`src/rtl/remove_cp.sv`:
```
// Cyclic-prefix removal for the 802.16 OFDM receive chain: consumes 320-sample
// symbols and forwards the 256 useful samples. Optional macro: CP_ADV_EN.
module remove_cp #(
  parameter int N_FFT = 256,
  parameter int N_CP  = 64,
  parameter int ADV   = 4
) (
  input  logic        clk,
  input  logic        rst,
  input  logic        cyc_i,
  input  logic        stb_i,
  input  logic [31:0] dat_in,
  output logic        ack_o,
  output logic        cyc_o,
  output logic        stb_o,
  output logic        we_o,
  input  logic        ack_i,
  output logic [31:0] dat_out,
  output logic        sym_start
);

  localparam int SYM_LEN = N_FFT + N_CP;
  localparam int IDX_W   = $clog2(SYM_LEN);

  // With CP_ADV_EN the window starts ADV samples inside the prefix so that a
  // slightly late timing estimate still lands the FFT window inside the symbol.
`ifdef CP_ADV_EN
  localparam int SHIFT = ADV;
`else
  localparam int SHIFT = ADV * 0;
`endif

  localparam logic [IDX_W-1:0] WIN_LO   = IDX_W'(N_CP - SHIFT);
  localparam logic [IDX_W-1:0] WIN_HI   = IDX_W'(SYM_LEN - 1 - SHIFT);
  localparam logic [IDX_W-1:0] IDX_LAST = IDX_W'(SYM_LEN - 1);

  logic [IDX_W-1:0] idx;
  logic             out_halt;
  logic             accept;
  logic             in_window;
  logic             fwd;

  assign out_halt  = stb_o & ~ack_i;
  assign accept    = cyc_i & stb_i & ~out_halt;
  assign ack_o     = accept;
  assign we_o      = stb_o;
  assign in_window = (idx >= WIN_LO) && (idx <= WIN_HI);
  assign fwd       = accept & in_window;

  // Position within the current symbol; every new burst restarts at a CP.
  always_ff @(posedge clk or negedge rst) begin
    if (!rst) begin
      idx <= '0;
    end else if (!cyc_i) begin
      idx <= '0;
    end else if (accept) begin
      idx <= (idx == IDX_LAST) ? '0 : idx + 1'b1;
    end
  end

  always_ff @(posedge clk or negedge rst) begin
    if (!rst) begin
      stb_o     <= 1'b0;
      sym_start <= 1'b0;
      dat_out   <= '0;
    end else if (!out_halt) begin
      stb_o     <= fwd;
      sym_start <= fwd && (idx == WIN_LO);
      if (fwd) begin
        dat_out <= dat_in;
      end
    end
  end

  // The burst stays open downstream until the last forwarded sample is taken.
  always_ff @(posedge clk or negedge rst) begin
    if (!rst) begin
      cyc_o <= 1'b0;
    end else if (fwd) begin
      cyc_o <= 1'b1;
    end else if (!cyc_i && !out_halt) begin
      cyc_o <= 1'b0;
    end
  end

endmodule

```
`config.mk`:
```
export PLATFORM = sky130hd
export DESIGN_NAME = remove_cp
export DESIGN_NICKNAME = d
export VERILOG_FILES = /design/src/rtl/remove_cp.sv
export SDC_FILE = /design/constraint.sdc
export NUM_CORES = 1
export LEC_CHECK = 0
export BUFFER_PORTS_ARGS = -buffer_cell sky130_fd_sc_hd__buf_4
export CAP_MARGIN = 30
export CORE_MARGIN = 5
export CORE_UTILIZATION = 49
export DETAILED_ROUTE_END_ITERATION = 7
export GPL_TIMING_DRIVEN = 0
export PLACE_DENSITY = 0.78
export SLEW_MARGIN = 20
export SYNTH_ARGS = -nofsm -noshare
export SYNTH_HDL_FRONTEND = slang
export SYNTH_SLANG_ARGS = --single-unit
```
`constraint.sdc`:
```
create_clock -name clk -period 2 [get_ports clk]
set_input_delay 0.3 -clock clk [delete_from_list [all_inputs] [get_ports clk]]
set_output_delay 0.3 -clock clk [all_outputs]
set_load 0.01 [all_outputs]
```
# Yosys cells after proc, flatten, opt, wreduce, memory -nomap -nowiden
# Index checks and enable logic that the tools add are counted.
word_totals:
  regBits: 44
  output_inout_bits: 37
  wordCells: 29
op_classes:
  addsub: 1
  order_cmp: 2
  eq_ne: 3
  n_mux: 5
  bitwise: 6
  n_reduce_logical: 7
ops:
  columns: ["cell", "n"]
  rows:
  - ["two-way mux 9 bit", 3]
  - ["adder 9 x 1 -> 9 bit (second input constant)", 1]
  - ["== test 9 x 7 -> 1 bit (second input constant)", 1]
  - ["== test 9 bit (second input constant)", 1]
  - [">= comparator 9 x 7 -> 1 bit (second input constant)", 1]
  - ["<= comparator 9 bit (second input constant)", 1]
  - ["bitwise AND 1 bit", 4]
  - ["logical AND 1 bit", 3]
  - ["zero test 1 bit", 2]
  - ["two-way mux 1 bit", 2]
  - ["inequality test 2 x 1 -> 1 bit (second input constant)", 1]
  - ["inverter 1 bit", 2]
  - ["AND reduction 2 bit", 1]
  - ["nonzero test 2 bit", 1]

# Logic depth before layout (Yosys ltp)
depth:
  ltp_word: 6
  mapped_depth: 5
  mapped_depth_nobuf: 5

# Worst setup path before layout
# OpenSTA, ideal clock, no wires.
synth_path:
  path_kind: "register to register"
  from: "reg idx[0]"
  to: "reg dat_out[0]"
  setup_ps: 125
  t_arrival_ps: 1540
  setup_slack_ps: 335
  path_stages_with_launch: 6
  synth_period_minus_slack_ps: 1665
  path_cell_list: "dfrtp_1 > ha_1 > o311ai_4 > a21oi_4 > buf_6 > mux2_4"
synth_between:
  elab_chain_cells: 4
  elab_cells_between_ends: 5
  cone_classes: "2 x order compare; 1 x bitwise; 2 x reduce/logical"
synth_lines:
  columns: ["item", "line_no", "source"]
  rows:
  - ["start: declaration", "37", "logic [IDX_W-1:0] idx;"]
  - ["start signal: assignment", "57", "idx <= (idx == IDX_LAST) ? '0 : idx + 1'b1;"]
  - [">= comparator 9 x 7 -> 1 bit / <= comparator 9 bit (equally long branches)", "47", "assign in_window = (idx >= WIN_LO) && (idx <= WIN_HI);"]
  - ["logical AND 1 bit *", "47", null]
  - ["bitwise AND 1 bit *", "48", "assign fwd = accept & in_window;"]
  - ["AND reduction 2 bit (no line) *", null, null]
  - ["end signal: assignment", "70", "dat_out <= dat_in;"]
  - ["end: declaration", "18", "output logic [31:0] dat_out,"]
# Mark *: on every way between the ends. The rest lies on a longest branch, timed or not.
# A chain may end at the register's enable or synchronous reset.

# Worst setup path after layout
layout_path:
  from: "reg idx[7]"
  to: "reg dat_out[24]"
# Same word-level chain as after synthesis.

==> flow_metrics.py <==
metrics = {
    "sta": {
        "slew_viol_final": 0,
        "worstMarginPinSlew_ns": 0.535,
        "max-slew-margin-rel": 0.644,
        "max_freq_ghz": 0.535,
        "setup_viol": 0,
        "post-route-period-util": 0.934,
        "rsz0062_at_grt": "no",
        "min_period_ns": 1.87,
        "setup_tns_ns": 0,
        "whs_ns": -0.0116,
        "hold_viol": 42,
        "skew_ns": 0.0111,
    },
    "cts": {
        "cts_tree": "yes",
        "cts_buffer_depth": 2,
        "clk_pin_slew_worst_paths_ns": 0.09,
        "postCtsSetupBuffers": 0,
        "cts_resized": 0,
        "cts_hold_buf": 0,
        "clock_latency_ns": 0.29,
        "ctsHtreeMaxLevel": 2,
        "clockRootBuffer": "clkbuf_8",
        "cts_made_buffers": 5,
        "clkSinkCount": 44,
    },
    "worst_setup_path": {
        "crit_slowest_cell": "dfrtp_1",
        "required_ns": 2.18,
        "cp_max_fo": 10,
        "critPathBufInv": 1,
        "crit_path_start": "idx[7]",
        "rr_worst_depth": 5,
        "critPathCapture": "dat_out[24]",
        "rr_endpoint": "dat_out[24]",
        "r2r_start": "idx[7]",
        "slowest_delay_ns": 0.43,
        "cp-end-kind": "flip-flop",
        "worst_ep_arrival_time_ns": 2.05,
        "path_cells": "nor2_1 -> o311ai_4 -> a21oi_4 -> buf_6 -> mux2_4",
        "cp.depth": 5,
        "cpLargestDelayFamily": "compound AO/OA/AOI/OAI gates",
        "critical_path_class": "flip-flop to flip-flop",
        "r2r_setup_slack_ns": 0.13,
        "critPathLaunchType": "flip-flop",
    },
    "global_routing": {
        "grt.total_usage": 0.164,
        "grt_pass1_vias": 1490,
        "grt_max_degree": 45,
        "overflow": 0,
        "grt_pass1_wl_um": 6890,
        "antenna_found_initial": 0,
    },
    "final_layout": {
        "nets": 260,
        "final_util": 0.687,
        "drive_gt1_frac": 0.545,
        "syn_to_final_growth_pct": 36.3,
        "diodes": 0,
        "fill_cells": 298,
        "final_cell_area_mm2": 0.00275,
    },
    "logic_synthesis": {
        "synth_edf_count": 0,
        "ys_seq_area_frac": 0.547,
        "netlist_area_mm2": 0.00201,
        "yosys.cell_types.count": 33,
        "avgSynthCellArea_um2": 14.3,
        "yosysWarnings": 0,
        "syn-num-nets": 180,
        "ys_async_sr_fraction": 1.00,
        "synthCells": 141,
        "ys_ff_latch": 44,
        "ys.flop_type": "dfrtp_1",
    },
    "detailed_routing": {
        "drtPass1Iterations": 4,
        "wl_um": 4330,
        "ant_nets": 0,
        "met1_length_um": 1860,
        "wl_per_cell_um": 15.9,
        "maxUsedRoutingLayer": "met4",
        "first_iter_violations": 37,
        "met3_length_um": 242,
        "route.met2.wl_um": 2150,
        "vias": 1376,
        "viasPerCell": 5.06,
        "drc": 0,
    },
    "floorplan": {
        "die_w_um": 74.1,
        "die_h_um": 74.1,
        "start_util": 0.504,
        "rows": 23,
        "core_mm2": 0.00400,
        "dieArea_mm2": 0.00549,
        "ios": 74,
    },
    "hold_path": {
        "min_path_type": "input pin to asynchronous set/reset pin",
    },
    "power_and_ir_drop": {
        "irDropWorstVdd_mv": 0.469,
        "power_density_mw_per_mm2": 783,
        "power.leakage_uw": 0.00135,
        "totalPowerFinal_uw": 2150,
    },
    "outcome": {
        "outcome": "finished, violations left",
        "violations": "hold timing",
    },
    "run": {
        "drv_cap": 0,
    },
    "placed_design": {
        "place_area_mm2": 0.00263,
        "dp_hpwl_um": 3260,
        "io_buffers": 73,
        "place.gp.congestion": 0.781,
    },
}
## per-stage QoR
step	setup WS (ns)	instances	hold WS, ns
final	0.132	272	-0.0116
after global placement	0.159	264	0.325
after CTS	0.122	272	0.00752
after detailed placement	0.141	264	0.323
after floorplan	0.335	141	0.00441
after global routing	0.0128	272	0.0249
## metal layers
metal	up-vias	global-route usage
met3	8	0.0514
met5	-	0
li1	663	-
met4	0	0.0503
met1	659	0.206
met2	46	0.274
## final cells by class
cell class / count / area (um2) / share of cell area
buffer: 5 / 45.0 / 0.0164
clock buffer: 6 / 82.6 / 0.0301
clock inverter: 2 / 38.8 / 0.0141
inverter: 4 / 15.0 / 0.00547
multi-input combinational: 88 / 853 / 0.311
sequential: 44 / 1100 / 0.401
tap: 50 / 62.6 / 0.0228
timing repair buffer: 73 / 548 / 0.200
## logic make-up (layout without fill, tap and decap cells)
logic type	Yosys count	in the layout	synth area share
AOI/OAI and AO/OA	21	21	0.0795
adders and majority gates	2	2	0.0124
buffers and inverters	9	90	0.0298
DFF	44	44	0.547
muxes	33	33	0.236
and+or+nand+nor	32	32	0.0957
## worst min path at each step
stage / startpoint / end / slack, ns / cells after the start
global placement: rst / dat_out[11] / 0.32 / 1
floorplan: rst / cyc_o / 0.004 / 0
finish: rst / idx[8] / -0.01 / 1
detailed placement: rst / stb_o / 0.32 / 1
CTS: rst / dat_out[9] / 0.008 / 1
global route: rst / dat_out[21] / 0.02 / 1
## power breakdown
part | internal, uW | switching [uW]
Sequential | 977 | 56.3
Combinational | 255 | 145
Clock | 409 | 308
## synthesized netlist by cell type (2+ instances only)
| master | instances | area [um2] |
|---|---|---|
| a21oi_1 | 6 | 30.0 |
| a32o_1 | 2 | 20.0 |
| buf_6 | 3 | 33.8 |
| dfrtp_1 | 44 | 1100 |
| ha_1 | 2 | 25.0 |
| inv_1 | 4 | 15.0 |
| mux2_2 | 4 | 45.0 |
| mux2_4 | 28 | 420 |
| nand2_1 | 7 | 26.3 |
| nand2b_1 | 2 | 12.5 |
| nand3_1 | 2 | 10.0 |
| nand3_2 | 2 | 20.0 |
| nor2_1 | 2 | 7.51 |
| nor2b_1 | 3 | 18.8 |
| o21ai_0 | 4 | 20.0 |
| o21ai_1 | 2 | 10.0 |
| o31ai_1 | 3 | 22.5 |
| or2_1 | 2 | 12.5 |
| or3_1 | 3 | 18.8 |
| or4_1 | 3 | 22.5 |
## flip-flops by register name, indices dropped and copies added, names as in the netlist
register and cells:
dat_out 32, idx 9, cyc_o 1, stb_o 1
sym_start 1
## placed cells by master (no fill, tap or decap), types with 2 or more instances in the layout
| cell type | synthesis | layout |
|---|---|---|
| buf_4 | 1 | 74 |
| dfrtp_1 | 44 | 44 |
| mux2_4 | 28 | 28 |
| nand2_1 | 7 | 7 |
| a21oi_1 | 6 | 6 |
| clkbuf_8 | 0 | 6 |
| inv_1 | 4 | 4 |
| mux2_2 | 4 | 4 |
| buf_6 | 3 | 3 |
| o31ai_1 | 3 | 3 |
| or4_1 | 3 | 3 |
| o21ai_1 | 2 | 3 |
| or3_1 | 3 | 3 |
| o21ai_0 | 4 | 3 |
| nor2b_1 | 3 | 3 |
| nand2b_1 | 2 | 2 |
| nand3_1 | 2 | 2 |
| nor2_1 | 2 | 2 |
| or2_1 | 2 | 2 |
| nand3_2 | 2 | 2 |
| a32o_1 | 2 | 2 |
| ha_1 | 2 | 2 |
Power figures use the tool's default switching activity.
